`config.mk`:
```
export PLATFORM = sky130hd
export DESIGN_NAME = router_fsm_np_flat
export DESIGN_NICKNAME = d
export VERILOG_FILES = /design/src/rtl/router_fsm_np_if.sv /design/src/rtl/router_fsm_np.sv /design/src/flat_wrapper.sv
export SDC_FILE = /design/constraint.sdc
export NUM_CORES = 1
export LEC_CHECK = 0
export BUFFER_PORTS_ARGS = -buffer_cell sky130_fd_sc_hd__buf_2
export CAP_MARGIN = 20
export CORE_MARGIN = 2
export CORE_UTILIZATION = 52
export DETAILED_ROUTE_END_ITERATION = 7
export PLACE_DENSITY = 0.9
export REMOVE_ABC_BUFFERS = 1
export SLEW_MARGIN = 10
export SYNTH_ARGS = -nofsm -noshare
export SYNTH_HDL_FRONTEND = slang
export SYNTH_SLANG_ARGS = --single-unit
```
`constraint.sdc`:
```
create_clock -name clk -period 2.6 [get_ports clk]
set_input_delay 0.52 -clock clk [delete_from_list [all_inputs] [get_ports clk]]
set_output_delay 0.52 -clock clk [all_outputs]
set_load 0.05 [all_outputs]
```
`src/rtl/router_fsm_np_if.sv`:
```
// rtl/router_fsm_np_if.sv - control bus between input block, FIFO bank and router FSM
interface router_fsm_np_if #(
    parameter int NUM_PORTS = 3,
    parameter int ADDR_W    = 2,
    parameter int CNT_W     = 8
);
    logic                 pkt_valid;
    logic [ADDR_W-1:0]    data_in;
    logic [NUM_PORTS-1:0] fifo_full;
    logic [NUM_PORTS-1:0] fifo_empty;
    logic [NUM_PORTS-1:0] soft_rst;
    logic                 parity_done;
    logic                 low_pkt_valid;

    logic                 busy;
    logic                 detect_addr;
    logic                 lfd_state;
    logic                 ld_state;
    logic                 laf_state;
    logic                 full_state;
    logic                 rst_int_reg;
    logic                 write_enb_reg;
    logic                 drop_state;
    logic [ADDR_W-1:0]    dest_port;
    logic [CNT_W-1:0]     drop_cnt;

    modport master (
        output pkt_valid, data_in, fifo_full, fifo_empty, soft_rst,
               parity_done, low_pkt_valid,
        input  busy, detect_addr, lfd_state, ld_state, laf_state, full_state,
               rst_int_reg, write_enb_reg, drop_state, dest_port, drop_cnt
    );

    modport slave (
        input  pkt_valid, data_in, fifo_full, fifo_empty, soft_rst,
               parity_done, low_pkt_valid,
        output busy, detect_addr, lfd_state, ld_state, laf_state, full_state,
               rst_int_reg, write_enb_reg, drop_state, dest_port, drop_cnt
    );
endinterface

```
`src/rtl/router_fsm_np.sv`:
```
// rtl/router_fsm_np.sv - N-port packet router control FSM with drop and wait timeout
module router_fsm_np #(
    parameter int NUM_PORTS  = 3,
    parameter int ADDR_W     = 2,
    parameter int WAIT_LIMIT = 32,
    parameter int CNT_W      = 8
) (
    input  logic           clk,
    input  logic           rst,
    router_fsm_np_if.slave bus
);
    localparam int PAD    = 2**ADDR_W;
    localparam int WAIT_W = (WAIT_LIMIT > 1) ? $clog2(WAIT_LIMIT) : 1;

    typedef enum logic [3:0] {
        DA   = 4'd0,
        LFD  = 4'd1,
        LD   = 4'd2,
        LP   = 4'd3,
        FFS  = 4'd4,
        LAF  = 4'd5,
        WTE  = 4'd6,
        CPE  = 4'd7,
        DROP = 4'd8
    } state_t;

    state_t            state;
    state_t            next_state;
    state_t            out_state;
    logic [ADDR_W-1:0] dest_port_q;
    logic [WAIT_W-1:0] wait_cnt;
    logic [CNT_W-1:0]  drop_cnt_q;

    logic busy_q, detect_addr_q, lfd_q, ld_q, laf_q, full_q;
    logic rst_int_q, write_enb_q, drop_q;

    // Per-port flags widened to the full address space so an out-of-range
    // address indexes a zero bit instead of running off the vector.
    logic [PAD-1:0] full_pad;
    logic [PAD-1:0] empty_pad;
    logic [PAD-1:0] srst_pad;

    logic full_dest;
    logic empty_dest;
    logic empty_new;
    logic srst_dest;
    logic addr_ok;
    logic wait_expired;

    assign full_pad   = PAD'(bus.fifo_full);
    assign empty_pad  = PAD'(bus.fifo_empty);
    assign srst_pad   = PAD'(bus.soft_rst);
    assign full_dest  = full_pad[dest_port_q];
    assign empty_dest = empty_pad[dest_port_q];
    assign srst_dest  = srst_pad[dest_port_q];
    assign empty_new  = empty_pad[bus.data_in];
    assign addr_ok    = (32'(bus.data_in) < NUM_PORTS);

    assign wait_expired = (WAIT_LIMIT != 0) && (wait_cnt == WAIT_W'(WAIT_LIMIT - 1));

    always_comb begin
        next_state = DA;
        if (state != DA && srst_dest) begin
            next_state = DA;
        end else begin
            case (state)
                DA: begin
                    if (!bus.pkt_valid)  next_state = DA;
                    else if (!addr_ok)   next_state = DROP;
                    else if (empty_new)  next_state = LFD;
                    else                 next_state = WTE;
                end
                LFD: next_state = LD;
                LD: begin
                    if (full_dest)           next_state = FFS;
                    else if (!bus.pkt_valid) next_state = LP;
                    else                     next_state = LD;
                end
                FFS: next_state = full_dest ? FFS : LAF;
                LAF: begin
                    if (bus.parity_done)        next_state = DA;
                    else if (bus.low_pkt_valid) next_state = LP;
                    else                        next_state = LD;
                end
                LP:  next_state = CPE;
                CPE: next_state = full_dest ? FFS : DA;
                WTE: begin
                    if (empty_dest)        next_state = LFD;
                    else if (wait_expired) next_state = DROP;
                    else                   next_state = WTE;
                end
                DROP:    next_state = bus.pkt_valid ? DROP : DA;
                default: next_state = DA;
            endcase
        end
    end

    assign out_state = rst ? DA : next_state;

    always_ff @(posedge clk) begin
        state <= out_state;

        // Flags decode the state being entered so they line up with it.
        detect_addr_q <= (out_state == DA);
        lfd_q         <= (out_state == LFD);
        ld_q          <= (out_state == LD);
        laf_q         <= (out_state == LAF);
        full_q        <= (out_state == FFS);
        rst_int_q     <= (out_state == CPE);
        drop_q        <= (out_state == DROP);
        write_enb_q   <= (out_state inside {LD, LP, LAF});
        busy_q        <= (out_state inside {LFD, LP, FFS, LAF, WTE, CPE});

        if (rst) begin
            dest_port_q <= '0;
            wait_cnt    <= '0;
            drop_cnt_q  <= '0;
        end else begin
            if (state == DA && bus.pkt_valid)
                dest_port_q <= bus.data_in;

            if (state == WTE) wait_cnt <= wait_cnt + 1'b1;
            else              wait_cnt <= '0;

            if (next_state == DROP && state != DROP && drop_cnt_q != '1)
                drop_cnt_q <= drop_cnt_q + 1'b1;
        end
    end

    assign bus.busy          = busy_q;
    assign bus.detect_addr   = detect_addr_q;
    assign bus.lfd_state     = lfd_q;
    assign bus.ld_state      = ld_q;
    assign bus.laf_state     = laf_q;
    assign bus.full_state    = full_q;
    assign bus.rst_int_reg   = rst_int_q;
    assign bus.write_enb_reg = write_enb_q;
    assign bus.drop_state    = drop_q;
    assign bus.dest_port     = dest_port_q;
    assign bus.drop_cnt      = drop_cnt_q;
endmodule
```
`src/flat_wrapper.sv`:
```
// flat-port wrapper written by rule: the top's interface ports become plain ports
module router_fsm_np_flat 
#(
    parameter int NUM_PORTS  = 3,
    parameter int ADDR_W     = 2,
    parameter int WAIT_LIMIT = 32,
    parameter int CNT_W      = 8
)
  (clk, rst, bus_pkt_valid, bus_data_in, bus_fifo_full, bus_fifo_empty, bus_soft_rst, bus_parity_done, bus_low_pkt_valid, bus_busy, bus_detect_addr, bus_lfd_state, bus_ld_state, bus_laf_state, bus_full_state, bus_rst_int_reg, bus_write_enb_reg, bus_drop_state, bus_dest_port, bus_drop_cnt);
  router_fsm_np_if #(.NUM_PORTS(NUM_PORTS), .ADDR_W(ADDR_W), .CNT_W(CNT_W)) bus_i ();
  input  logic clk;
  input  logic rst;
  input wire logic [$bits(bus_i.pkt_valid)-1:0] bus_pkt_valid;
  input wire logic [$bits(bus_i.data_in)-1:0] bus_data_in;
  input wire logic [$bits(bus_i.fifo_full)-1:0] bus_fifo_full;
  input wire logic [$bits(bus_i.fifo_empty)-1:0] bus_fifo_empty;
  input wire logic [$bits(bus_i.soft_rst)-1:0] bus_soft_rst;
  input wire logic [$bits(bus_i.parity_done)-1:0] bus_parity_done;
  input wire logic [$bits(bus_i.low_pkt_valid)-1:0] bus_low_pkt_valid;
  output wire logic [$bits(bus_i.busy)-1:0] bus_busy;
  output wire logic [$bits(bus_i.detect_addr)-1:0] bus_detect_addr;
  output wire logic [$bits(bus_i.lfd_state)-1:0] bus_lfd_state;
  output wire logic [$bits(bus_i.ld_state)-1:0] bus_ld_state;
  output wire logic [$bits(bus_i.laf_state)-1:0] bus_laf_state;
  output wire logic [$bits(bus_i.full_state)-1:0] bus_full_state;
  output wire logic [$bits(bus_i.rst_int_reg)-1:0] bus_rst_int_reg;
  output wire logic [$bits(bus_i.write_enb_reg)-1:0] bus_write_enb_reg;
  output wire logic [$bits(bus_i.drop_state)-1:0] bus_drop_state;
  output wire logic [$bits(bus_i.dest_port)-1:0] bus_dest_port;
  output wire logic [$bits(bus_i.drop_cnt)-1:0] bus_drop_cnt;
  assign bus_i.pkt_valid = bus_pkt_valid;
  assign bus_i.data_in = bus_data_in;
  assign bus_i.fifo_full = bus_fifo_full;
  assign bus_i.fifo_empty = bus_fifo_empty;
  assign bus_i.soft_rst = bus_soft_rst;
  assign bus_i.parity_done = bus_parity_done;
  assign bus_i.low_pkt_valid = bus_low_pkt_valid;
  assign bus_busy = bus_i.busy;
  assign bus_detect_addr = bus_i.detect_addr;
  assign bus_lfd_state = bus_i.lfd_state;
  assign bus_ld_state = bus_i.ld_state;
  assign bus_laf_state = bus_i.laf_state;
  assign bus_full_state = bus_i.full_state;
  assign bus_rst_int_reg = bus_i.rst_int_reg;
  assign bus_write_enb_reg = bus_i.write_enb_reg;
  assign bus_drop_state = bus_i.drop_state;
  assign bus_dest_port = bus_i.dest_port;
  assign bus_drop_cnt = bus_i.drop_cnt;
  router_fsm_np #(.NUM_PORTS(NUM_PORTS), .ADDR_W(ADDR_W), .WAIT_LIMIT(WAIT_LIMIT), .CNT_W(CNT_W)) u_core (.clk(clk), .rst(rst), .bus(bus_i));
endmodule
```
==> impl_results.md <==
- Critical Path Sink Type: flop
- Final min period: between 2 and 2.5 ns
- Mapped Cells: approximately 150
- Internal: roughly 0.81 mW
- Origin of the critical flop-to-flop path: u_core.bus.dest_port[1]
- Critical path origin: u_core.bus.dest_port[1]
- Element type at the critical path start: flop
- Die extent in x: between 50 and 60 um
- NumNets Final: ~200
- Setup bufs post-CTS: 0
- Row count: 18
- CTS clk-pin slew, worst paths: about 0.15 ns
- Netlist cell types: 47
- First-pass GRT wire length: just under 5 mm
- Clock Tree Buf Depth: 2
- Clock Skew: around 0.0042 ns
- Drt pass-1 iters: 4
- Cts bufs inserted: 3
- Die Ht: between 50 and 60 um
- Drt wl/cell: 14.2 um
- Worst EP required: between 2 and 3 ns
- Slew HR: between 60 and 70%
- Post_cts resized: 0
- VDD IR max: just over 0.7 mV
- Number of remaining DRC errors: 0
- Final Hold Fails: 0
- Power Total: around 1.4 mW
- Pre-CTS setup slack: ~0.4 ns
- Initial antenna violation count: 0
- Largest net degree at the start of global routing: 16
- RSZ-0062 raised after global routing: false
- Antenna viol nets, final: 0
- Async SR Flop Fraction: 0%
- GP Congestion: roughly 0.86
- Register share of total power: roughly two fifths
- Vias/cell: approximately 5.8
- Hold_ws: between 0.4 and 0.5 ns
- Slew Viols, Final: 0
- GRT met2 Usage: 32.6%
- Routed WL: just over 3 mm
- Vias in the first global route: 1,143
- Layout cell share with drive strength beyond 1: approximately 25%
- Most used DFF post-synth: dfxtp_1
- Skew-Pair Late Insertion Delay: 0.33 ns
- Pwr Density: around 890 nW/um^2
- DP HPWL: roughly 2.3 mm
- Final Core Density: between 60% and 70%
- Clk root buf: clkbuf_4
- Worst Path Max Fanout: 8
- Leakage: around 0.71 nW
- Initial DRC Count: 46
- Sw Share: between 40% and 50%
- Post-synth EDFFs: 0
- Period utilisation layout: ~84%
- Sequential area share after synthesis: between 30% and 40%
- Net Switching: ~0.64 mW
- Flop and latch count out of synthesis: 28
- H-tree depth: 1
- PnR worst setup slack: around 0.42 ns
- Worst Path Class, Setup: flop to flop
- Die ar.: ~3200 um^2
- Ports: 35
- Worst slew pin tran: between 0.5 and 0.6 ns
- Met3 usage: 2.30%
- Setup_tns: 0 ns
- Logic pwr share: 45.1%
- Met1 Resource Use GR: 24.6%
- Number of port buffers: 34
- Syn_area_per_cell: between 9 and 10 um^2
- Endpoints failing setup: 0
- CTS tree: built
- Vias: 1,231
- Layout area overhead: 13.9%
- Synth warnings: 0
- Clock power share: between 10 and 15%
- Max Cap Viol: 0
- Outcome: finished, final reports clean
- Initial core utilization: 55.9%
- Commonest non-fill, non-tap cell in the layout: buf_2
- Busiest grt layer: met2
- Gr ovfl total: 0
- Origin of the worst min-delay path: u_core.wait_cnt[0]
- Worst hold path class: flop to flop
- Largest register FFs: 8
- WP data arrival: between 2 and 2.5 ns
- Ant. Diodes: 0
- Achievable clock frequency: 0.458 GHz
- Clk sink count: 28
- Gr usage total: about a fifth
- Std-Cell Core Area: around 2500 um^2
- Hold_buf cts: 0
- Mapped Area: between 1000 and 1500 um^2
- Most frequent cells in the layout: buf_2, dfxtp_1, nor2_1, mux2i_1, nand3_1
## synth_stat cells, types with 4 or more instances
cell type | n | area share [%]
nand3_1 | 7 | 2.5
nand2b_1 | 5 | 2.2
xor2_1 | 6 | 3.7
mux2i_1 | 7 | 4.9
nor2_1 | 21 | 5.5
a21oi_1 | 5 | 1.8
nand3b_1 | 6 | 3.2
o21ai_0 | 5 | 1.8
inv_1 | 5 | 1.3
nand2_1 | 6 | 1.6
dfxtp_1 | 28 | 39
nand4_1 | 4 | 1.8
## per-layer routing
| layer | vias to the layer above | wire [um] | part of all wire [%] |
|---|---|---|---|
| met1 | 566 | 1340 | 44 |
| met3 | 8 | 169 | 5.6 |
| met5 | - | 0 | 0 |
| li1 | 611 | - | - |
| met4 | 0 | 67 | 2.2 |
| met2 | 46 | 1460 | 48 |
## path summary, 6_finish.rpt
path,end,slack [ns],cells after the start
max,u_core.bus.ld_state,0.42,6
min,u_core.wait_cnt[0],0.48,1
max reg2reg,u_core.bus.ld_state,0.42,6
min reg2reg,u_core.wait_cnt[0],0.48,1
## cells by family after synthesis
| kind of cell | count (synthesis) | share of synthesized area [%] |
|---|---|---|
| AOI/OAI and AO/OA | 31 | 17.9 |
| xor gates and xnor gates | 8 | 4.93 |
| adders and majority gates | 4 | 3.35 |
| buffers and inverters | 12 | 4.58 |
| DFF | 28 | 39.4 |
| muxes | 7 | 4.93 |
| and+or+nand+nor | 63 | 24.9 |
## stage by stage
stage | std cells | area, um^2
floorplan | 146 | 1380
global placement | 210 | 1580
detailed placement | 210 | 1580
CTS | 214 | 1620
global route | 214 | 1620
finish | 214 | 1620
## worst max-delay path, cell delays in order, from the launching register on
cell      delay, ns
dfxtp_1        0.52
mux2i_1        0.37
o21ai_0        0.20
o32ai_1        0.46
nand3b_1       0.19
o21a_1         0.18
and3b_1        0.18
## layout make-up
class	instances	area [um^2]
repair buffers	34	170
flip-flops and latches	28	561
clock buffers	4	36.3
fillers	223	926
inverters	5	18.8
well taps	30	37.5
multi-input cells	113	796
## power by group through the flow
stage	clock, mW	sequential [mW]	combinational [mW]
2_1_floorplan	0	0.733	0.352
3_3_place_gp	0	0.580	0.623
3_5_place_dp	0	0.586	0.641
4_1_cts	0.215	0.577	0.651
5_1_grt	0.229	0.591	0.707
6_report	0.216	0.579	0.653
Power figures use the tool's default switching activity.
